[config.mk]
export PLATFORM = sky130hd
export DESIGN_NAME = pipelined_cla_adder_flat
export DESIGN_NICKNAME = d
export VERILOG_FILES = /design/src/rtl/pipelined_cla_adder_if.sv /design/src/rtl/pipelined_cla_adder.sv /design/src/flat_wrapper.sv
export SDC_FILE = /design/constraint.sdc
export NUM_CORES = 1
export LEC_CHECK = 0
export BUFFER_PORTS_ARGS = -buffer_cell sky130_fd_sc_hd__clkbuf_2
export CAP_MARGIN = 20
export CORE_MARGIN = 2
export CORE_UTILIZATION = 56
export CTS_BUF_LIST = sky130_fd_sc_hd__clkbuf_4 sky130_fd_sc_hd__clkbuf_8
export DETAILED_ROUTE_END_ITERATION = 16
export PLACE_DENSITY_LB_ADDON = 0.15
export REMOVE_ABC_BUFFERS = 1
export SLEW_MARGIN = 10
export SYNTH_ARGS = -nofsm -noshare
export SYNTH_HDL_FRONTEND = slang
export SYNTH_SLANG_ARGS = --single-unit
export TNS_END_PERCENT = 30
[constraint.sdc]
create_clock -name clk -period 2.54 [get_ports clk]
set_clock_uncertainty 0.05 [all_clocks]
set_input_delay 0.254 -clock clk [delete_from_list [all_inputs] [get_ports clk]]
set_output_delay 0.254 -clock clk [all_outputs]
set_load 0.02 [all_outputs]
[src/rtl/pipelined_cla_adder_if.sv]
// Operand and result handshake bundle for pipelined_cla_adder.
// The master drives operands and out_ready; the slave (the adder) drives in_ready and results.
interface pipelined_cla_adder_if #(
   parameter int WIDTH = 64
);

   logic             in_valid;
   logic             in_ready;
   logic [WIDTH-1:0] in_a;
   logic [WIDTH-1:0] in_b;
   logic             in_cin;
   logic             in_sub;
   logic             out_valid;
   logic             out_ready;
   logic [WIDTH-1:0] out_sum;
   logic             out_cout;
   logic             out_ovf;
   logic             out_zero;

   modport master (
      output in_valid, in_a, in_b, in_cin, in_sub, out_ready,
      input  in_ready, out_valid, out_sum, out_cout, out_ovf, out_zero
   );

   modport slave (
      input  in_valid, in_a, in_b, in_cin, in_sub, out_ready,
      output in_ready, out_valid, out_sum, out_cout, out_ovf, out_zero
   );

endinterface

[src/rtl/pipelined_cla_adder.sv]
// Pipelined carry-lookahead adder/subtractor. Each stage resolves one SEG-bit segment with
// BLOCK-bit lookahead groups and hands its carry to the next stage through a register.
module pipelined_cla_adder #(
   parameter int WIDTH  = 64,
   parameter int STAGES = 4,
   parameter int BLOCK  = 4
) (
   input  logic                 clk,
   input  logic                 rst_n,
   pipelined_cla_adder_if.slave bus
);

   localparam int SEG  = WIDTH / STAGES;
   localparam int NG   = SEG / BLOCK;
   localparam int LAST = STAGES - 1;

   typedef logic [WIDTH-1:0] word_t;

   // Carry into position n as a flat sum of products over g/p, never a ripple chain.
   function automatic logic la_carry(input logic [SEG-1:0] g, input logic [SEG-1:0] p,
                                     input logic cin, input int n);
      logic c;
      logic term;
      c = cin;
      for (int m = 0; m < n; m++) c = c & p[m];
      for (int i = 0; i < n; i++) begin
         term = g[i];
         for (int m = i + 1; m < n; m++) term = term & p[m];
         c = c | term;
      end
      return c;
   endfunction

   // Returns every bit carry of a segment: bit i is the carry into bit i, bit SEG the carry out.
   function automatic logic [SEG:0] seg_carries(input logic [SEG-1:0] a, input logic [SEG-1:0] b,
                                                input logic cin);
      logic [SEG-1:0] g;
      logic [SEG-1:0] p;
      logic [SEG-1:0] grp_g;
      logic [SEG-1:0] grp_p;
      logic [NG:0]    grp_c;
      logic [SEG:0]   c;
      g     = a & b;
      p     = a ^ b;
      grp_g = '0;
      grp_p = '0;
      c     = '0;
      for (int j = 0; j < NG; j++) begin
         grp_p[j] = &p[j*BLOCK +: BLOCK];
         grp_g[j] = la_carry(g >> (j*BLOCK), p >> (j*BLOCK), 1'b0, BLOCK);
      end
      for (int j = 0; j <= NG; j++) grp_c[j] = la_carry(grp_g, grp_p, cin, j);
      for (int j = 0; j < NG; j++) begin
         for (int t = 0; t < BLOCK; t++) begin
            c[j*BLOCK + t] = la_carry(g >> (j*BLOCK), p >> (j*BLOCK), grp_c[j], t);
         end
      end
      c[SEG] = grp_c[NG];
      return c;
   endfunction

   // Rank k holds what stage k consumes; operands shift down so the live segment sits at bit 0.
   word_t           opa_q [STAGES];
   word_t           opb_q [STAGES];
   logic            cy_q  [STAGES];
   word_t           sum_q [STAGES];
   logic [STAGES:0] vld_q;
   logic            cout_q;
   logic            ovf_q;
   logic            zero_q;
   logic            advance;
   logic            accept;

   assign advance      = !vld_q[STAGES] || bus.out_ready;
   assign bus.in_ready = advance && rst_n;
   assign accept       = bus.in_valid && bus.in_ready;

   // Operand conditioning happens here so that subtract is just an add of ~B with inverted carry.
   always_ff @(posedge clk or negedge rst_n) begin
      if (!rst_n) begin
         vld_q    <= '0;
         opa_q[0] <= '0;
         opb_q[0] <= '0;
         cy_q[0]  <= 1'b0;
      end else if (advance) begin
         vld_q    <= {vld_q[STAGES-1:0], accept};
         opa_q[0] <= bus.in_a;
         opb_q[0] <= bus.in_sub ? ~bus.in_b : bus.in_b;
         cy_q[0]  <= bus.in_cin ^ bus.in_sub;
      end
   end

   for (genvar k = 0; k < STAGES; k++) begin : g_stage
      logic [SEG:0]   seg_c;
      logic [SEG-1:0] seg_s;
      word_t          sum_d;

      always_comb begin
         seg_c = seg_carries(opa_q[k][SEG-1:0], opb_q[k][SEG-1:0], cy_q[k]);
         seg_s = opa_q[k][SEG-1:0] ^ opb_q[k][SEG-1:0] ^ seg_c[SEG-1:0];
      end

      // Finished sum bits enter at the top and slide down, landing aligned after the last stage.
      if (k == 0) begin : g_head
         always_comb sum_d = word_t'(seg_s) << (WIDTH - SEG);
      end else begin : g_body
         always_comb sum_d = (sum_q[k-1] >> SEG) | (word_t'(seg_s) << (WIDTH - SEG));
      end

      always_ff @(posedge clk or negedge rst_n) begin
         if (!rst_n) begin
            sum_q[k] <= '0;
         end else if (advance) begin
            sum_q[k] <= sum_d;
         end
      end

      if (k < LAST) begin : g_fwd
         always_ff @(posedge clk or negedge rst_n) begin
            if (!rst_n) begin
               opa_q[k+1] <= '0;
               opb_q[k+1] <= '0;
               cy_q[k+1]  <= 1'b0;
            end else if (advance) begin
               opa_q[k+1] <= opa_q[k] >> SEG;
               opb_q[k+1] <= opb_q[k] >> SEG;
               cy_q[k+1]  <= seg_c[SEG];
            end
         end
      end else begin : g_tail
         always_ff @(posedge clk or negedge rst_n) begin
            if (!rst_n) begin
               cout_q <= 1'b0;
               ovf_q  <= 1'b0;
               zero_q <= 1'b0;
            end else if (advance) begin
               cout_q <= seg_c[SEG];
               ovf_q  <= seg_c[SEG] ^ seg_c[SEG-1];
               zero_q <= ~|sum_d;
            end
         end
      end
   end

   assign bus.out_valid = vld_q[STAGES];
   assign bus.out_sum   = sum_q[LAST];
   assign bus.out_cout  = cout_q;
   assign bus.out_ovf   = ovf_q;
   assign bus.out_zero  = zero_q;

endmodule

[src/flat_wrapper.sv]
// flat-port wrapper written by rule: the top's interface ports become plain ports
module pipelined_cla_adder_flat 
#(
   parameter int WIDTH  = 64,
   parameter int STAGES = 4,
   parameter int BLOCK  = 4
)
  (clk, rst_n, bus_in_valid, bus_in_a, bus_in_b, bus_in_cin, bus_in_sub, bus_out_ready, bus_in_ready, bus_out_valid, bus_out_sum, bus_out_cout, bus_out_ovf, bus_out_zero);
  pipelined_cla_adder_if #(.WIDTH(WIDTH)) bus_i ();
  input  logic clk;
  input  logic rst_n;
  input wire logic [$bits(bus_i.in_valid)-1:0] bus_in_valid;
  input wire logic [$bits(bus_i.in_a)-1:0] bus_in_a;
  input wire logic [$bits(bus_i.in_b)-1:0] bus_in_b;
  input wire logic [$bits(bus_i.in_cin)-1:0] bus_in_cin;
  input wire logic [$bits(bus_i.in_sub)-1:0] bus_in_sub;
  input wire logic [$bits(bus_i.out_ready)-1:0] bus_out_ready;
  output wire logic [$bits(bus_i.in_ready)-1:0] bus_in_ready;
  output wire logic [$bits(bus_i.out_valid)-1:0] bus_out_valid;
  output wire logic [$bits(bus_i.out_sum)-1:0] bus_out_sum;
  output wire logic [$bits(bus_i.out_cout)-1:0] bus_out_cout;
  output wire logic [$bits(bus_i.out_ovf)-1:0] bus_out_ovf;
  output wire logic [$bits(bus_i.out_zero)-1:0] bus_out_zero;
  assign bus_i.in_valid = bus_in_valid;
  assign bus_i.in_a = bus_in_a;
  assign bus_i.in_b = bus_in_b;
  assign bus_i.in_cin = bus_in_cin;
  assign bus_i.in_sub = bus_in_sub;
  assign bus_i.out_ready = bus_out_ready;
  assign bus_in_ready = bus_i.in_ready;
  assign bus_out_valid = bus_i.out_valid;
  assign bus_out_sum = bus_i.out_sum;
  assign bus_out_cout = bus_i.out_cout;
  assign bus_out_ovf = bus_i.out_ovf;
  assign bus_out_zero = bus_i.out_zero;
  pipelined_cla_adder #(.WIDTH(WIDTH), .STAGES(STAGES), .BLOCK(BLOCK)) u_core (.clk(clk), .rst_n(rst_n), .bus(bus_i));
endmodule
==> run_results.csv <==
group,metric,value,unit
power_and_ir_drop,leakage,14.0,nW
power_and_ir_drop,ir_worst_vdd,714,uV
yosys,synth-seq-cells,492,
critical_path,rr_worst_depth,11,
die,rows,71,
drt,wl,50.0,mm
yosys,async_flop_share,100,%
yosys,synth_edf_count,0,
critical_path,regToRegStartpoint,"u_core.opa_q[1]$_DFFE_PN0N_",
outcome,status,"complete, but fails checks",
sta,slew_headroom,58.6,%
global_route,grt_pass1_wl,81.9,mm
drt,drcViolationCount,0,
yosys,yosysUniqueCellTypes,34,
sta,post-route-period-util,113,%
sta,finalMaxSlewViolations,0,
finish,stdcell_area,0.0274,sq mm
yosys,yosys_most_used_dff,"dfrtp_1",
global_route,grt.total_usage,25.7,%
drt,viasPerCell,5.05,
placed_design,gp_congestion,0.903,
placed_design,place_area,0.0237,sq mm
finish,layout-drive-gt1-share,19.0,%
sta,rsz0062_at_grt,"yes",
critical_path,crit_path_start,"u_core.opa_q[1]$_DFFE_PN0N_",
finish,layout.cells.non_filler,3381,
critical_path,cp.arrival,3380,ps
outcome,violations,"setup timing",
placed_design,post-place-ws,-373,ps
placed_design,dp.cells,3070,
cts,cts.clk_slew.worst_paths,70,ps
power_and_ir_drop,power.total,35.5,mW
critical_path,worstSetupPathType,"reg -> reg",
hold_path,hold_class,"in -> reg",
hold_path,hold_depth,3,
yosys,synth.area.top_cells,"dfrtp_1, nand2_1, ha_1",
drt,drtIter0Drc,984,
yosys,synth_top_cell_by_area,"dfrtp_1",
drt,wl_per_cell,14.8,um
drt,vias,17100,
die,die_h,200,um
cts,cts_made_buffers,82,
cts,root_buffer,"clkbuf_8",
global_route,grt_max_degree,104,
sta,period_minus_slack,2870,ps
global_route,grt_overflow,0,
finish,final_core_util,72.8,%
critical_path,required,3050,ps
hold_path,hp-start,"bus_in_sub",
global_route,antenna_found_initial,2,
placed_design,portBuffers,202,
yosys,syn_avg_cell_area,9.07,sq um
die,core,0.0377,sq mm
drt,drt-pass1-iter-count,5,
sta,setup_slack,-326,ps
critical_path,critPathCaptureType,"flop",
yosys,synth-warning-count,0,
sta,setup_violations,3,
finish,nets,3033,
cts,cts_max_level,3,
yosys,synth_top_area_share,57.4,%
critical_path,crit_fanout,3,
die,fp.dieArea,0.0399,sq mm
cts,cts_buffer_depth,3,
power_and_ir_drop,power_density,1290,mW/mm^2
cts,numClockSinks,492,
die,die_x,200,um
sta,hold_viol,0,
drt,drtAntennaViolNets,0,
flow_run,drv_cap,0,
global_route,grt_pass1_vias,17000,
cts,clk_latency,630,ps
yosys,yosysSeqAreaShare,57.4,%
yosys,synthCells,2364,
die,initial_core_util,56.9,%
yosys,syn_area,0.0214,sq mm
cts,cts_tree,"yes",
critical_path,cp-start-kind,"flop",
placed_design,dp_hpwl,31.8,mm
die,io-pin-count,203,
sta,worstMarginPinSlew,615,ps
finish,syn_to_final_growth,28.0,%
sta,fmax,0.349,GHz
## power by group
group          leakage, nW  internal (mW)  switching (mW)
Sequential            5.92           11.3            2.22
Clock                0.946           4.23            3.16
Combinational         7.17           6.52            8.07
## stage by stage
step | setup TNS (ps) | hold WS, ps
finish | -592 | 51.6
global route | -1230 | 43.4
CTS | -493 | 9.09
detailed placement | -1760 | 149
global placement | -503 | 139
floorplan | -8046180 | -91.6
## timing repair
action | in CTS | in global routing
hold buffers | 139 | 0
setup buffers | 5 | 18
hold endpoints to repair | 363 | 0
setup endpoints to repair | 18 | 27
pin swaps | 29 | 54
resized for setup | 29 | 55
## critical path: stages, from the launching register on
cell,delay [ps]
dfrtp_1,410
ha_4,300
a21oi_2,60
a21o_1,200
buf_6,120
a211o_1,290
nand2_2,100
fa_1,450
nor4_2,180
nand4_1,160
nor4_2,290
a32o_2,200
## final cells by class
type                       count  area [sq um]
sequential                   492         12300
fill                        2837         10200
multi-input combinational   1752          9000
timing repair buffer         471          3680
clock buffer                 134          1660
tap                          511           639
clock inverter                15           118
inverter                       4          15.0
antenna                        2          5.00
## cell families after synthesis
family                     share of synthesized area, %
and+or+nand+nor                                    24.4
AOI/OAI and AO/OA                                  5.44
buffers and inverters                              2.32
adders and majority gates                          6.16
muxes                                            0.0525
xor gates and xnor gates                           4.13
DFF                                                57.4
## routing by layer
metal / routed length, um / global-route usage, %
met5: 0 / 0
met1: 22000 / 34.5
met2: 24400 / 41.6
met3: 2260 / 5.01
met4: 1340 / 10.2
## registers in the layout (all words and copies together), names as in the netlist
register and flops:
u_core.bus.out_cout 1, u_core.bus.out_ovf 1, u_core.bus.out_sum 64, u_core.bus.out_zero 1
u_core.cy_q 4, u_core.opa_q 160, u_core.opb_q 160, u_core.sum_q 96
u_core.vld_q 5
## final timing paths
kind | to | slack [ps]
worst min register to register | u_core.opb_q[76]$_DFFE_PN0N_ | 410
worst max register to register | u_core.bus.out_zero$_DFFE_PN0N_ | -330
min in group asynchronous | u_core.bus.out_sum[40]$_DFFE_PN0N_ | 80
worst min-delay path | u_core.opb_q[245]$_DFFE_PN0N_ | 50
worst max-delay path | u_core.bus.out_zero$_DFFE_PN0N_ | -330
max in group asynchronous | u_core.opb_q[134]$_DFFE_PN0N_ | 1290
## synth_stat cells, types with 4 or more instances
master and number:
buf_2 38, nand2b_1 7, nor4_1 14, ha_1 80, dfrtp_1 492, o21ai_0 106, nor3_1 12, xor2_1 16
nand4_1 13, o21a_1 28, clkbuf_1 66, inv_1 4, nor2_1 27, buf_1 12, fa_1 16, a21o_1 10
nand2_1 1257, a21oi_1 31, nor2b_1 8, a31oi_1 7, xnor2_1 85, o31ai_1 12, nand3_1 5
## placed cells by master (no fill, tap or decap), types with 5 or more instances in the layout
master and instances:
nand2_1 1256, dfrtp_1 492, clkbuf_2 200, dlygate4sd3_1 139, clkbuf_8 104, buf_4 102, o21ai_0 91, xnor2_1 83
ha_1 58, clkbuf_4 30, o21a_1 28, a21oi_1 23, nor2_1 21, buf_12 21, xor2_1 16, fa_1 15
ha_4 14, nand4_1 13, nor4_1 13, nor3_1 12, o21ai_1 11, o31ai_1 11, a21o_1 10, clkinv_2 9
a21oi_2 8, ha_2 8, buf_6 8, nor2_2 7, nor2b_1 6, nand2b_1 6, a31oi_1 5
No activity file was read; power rests on OpenSTA's default activity.
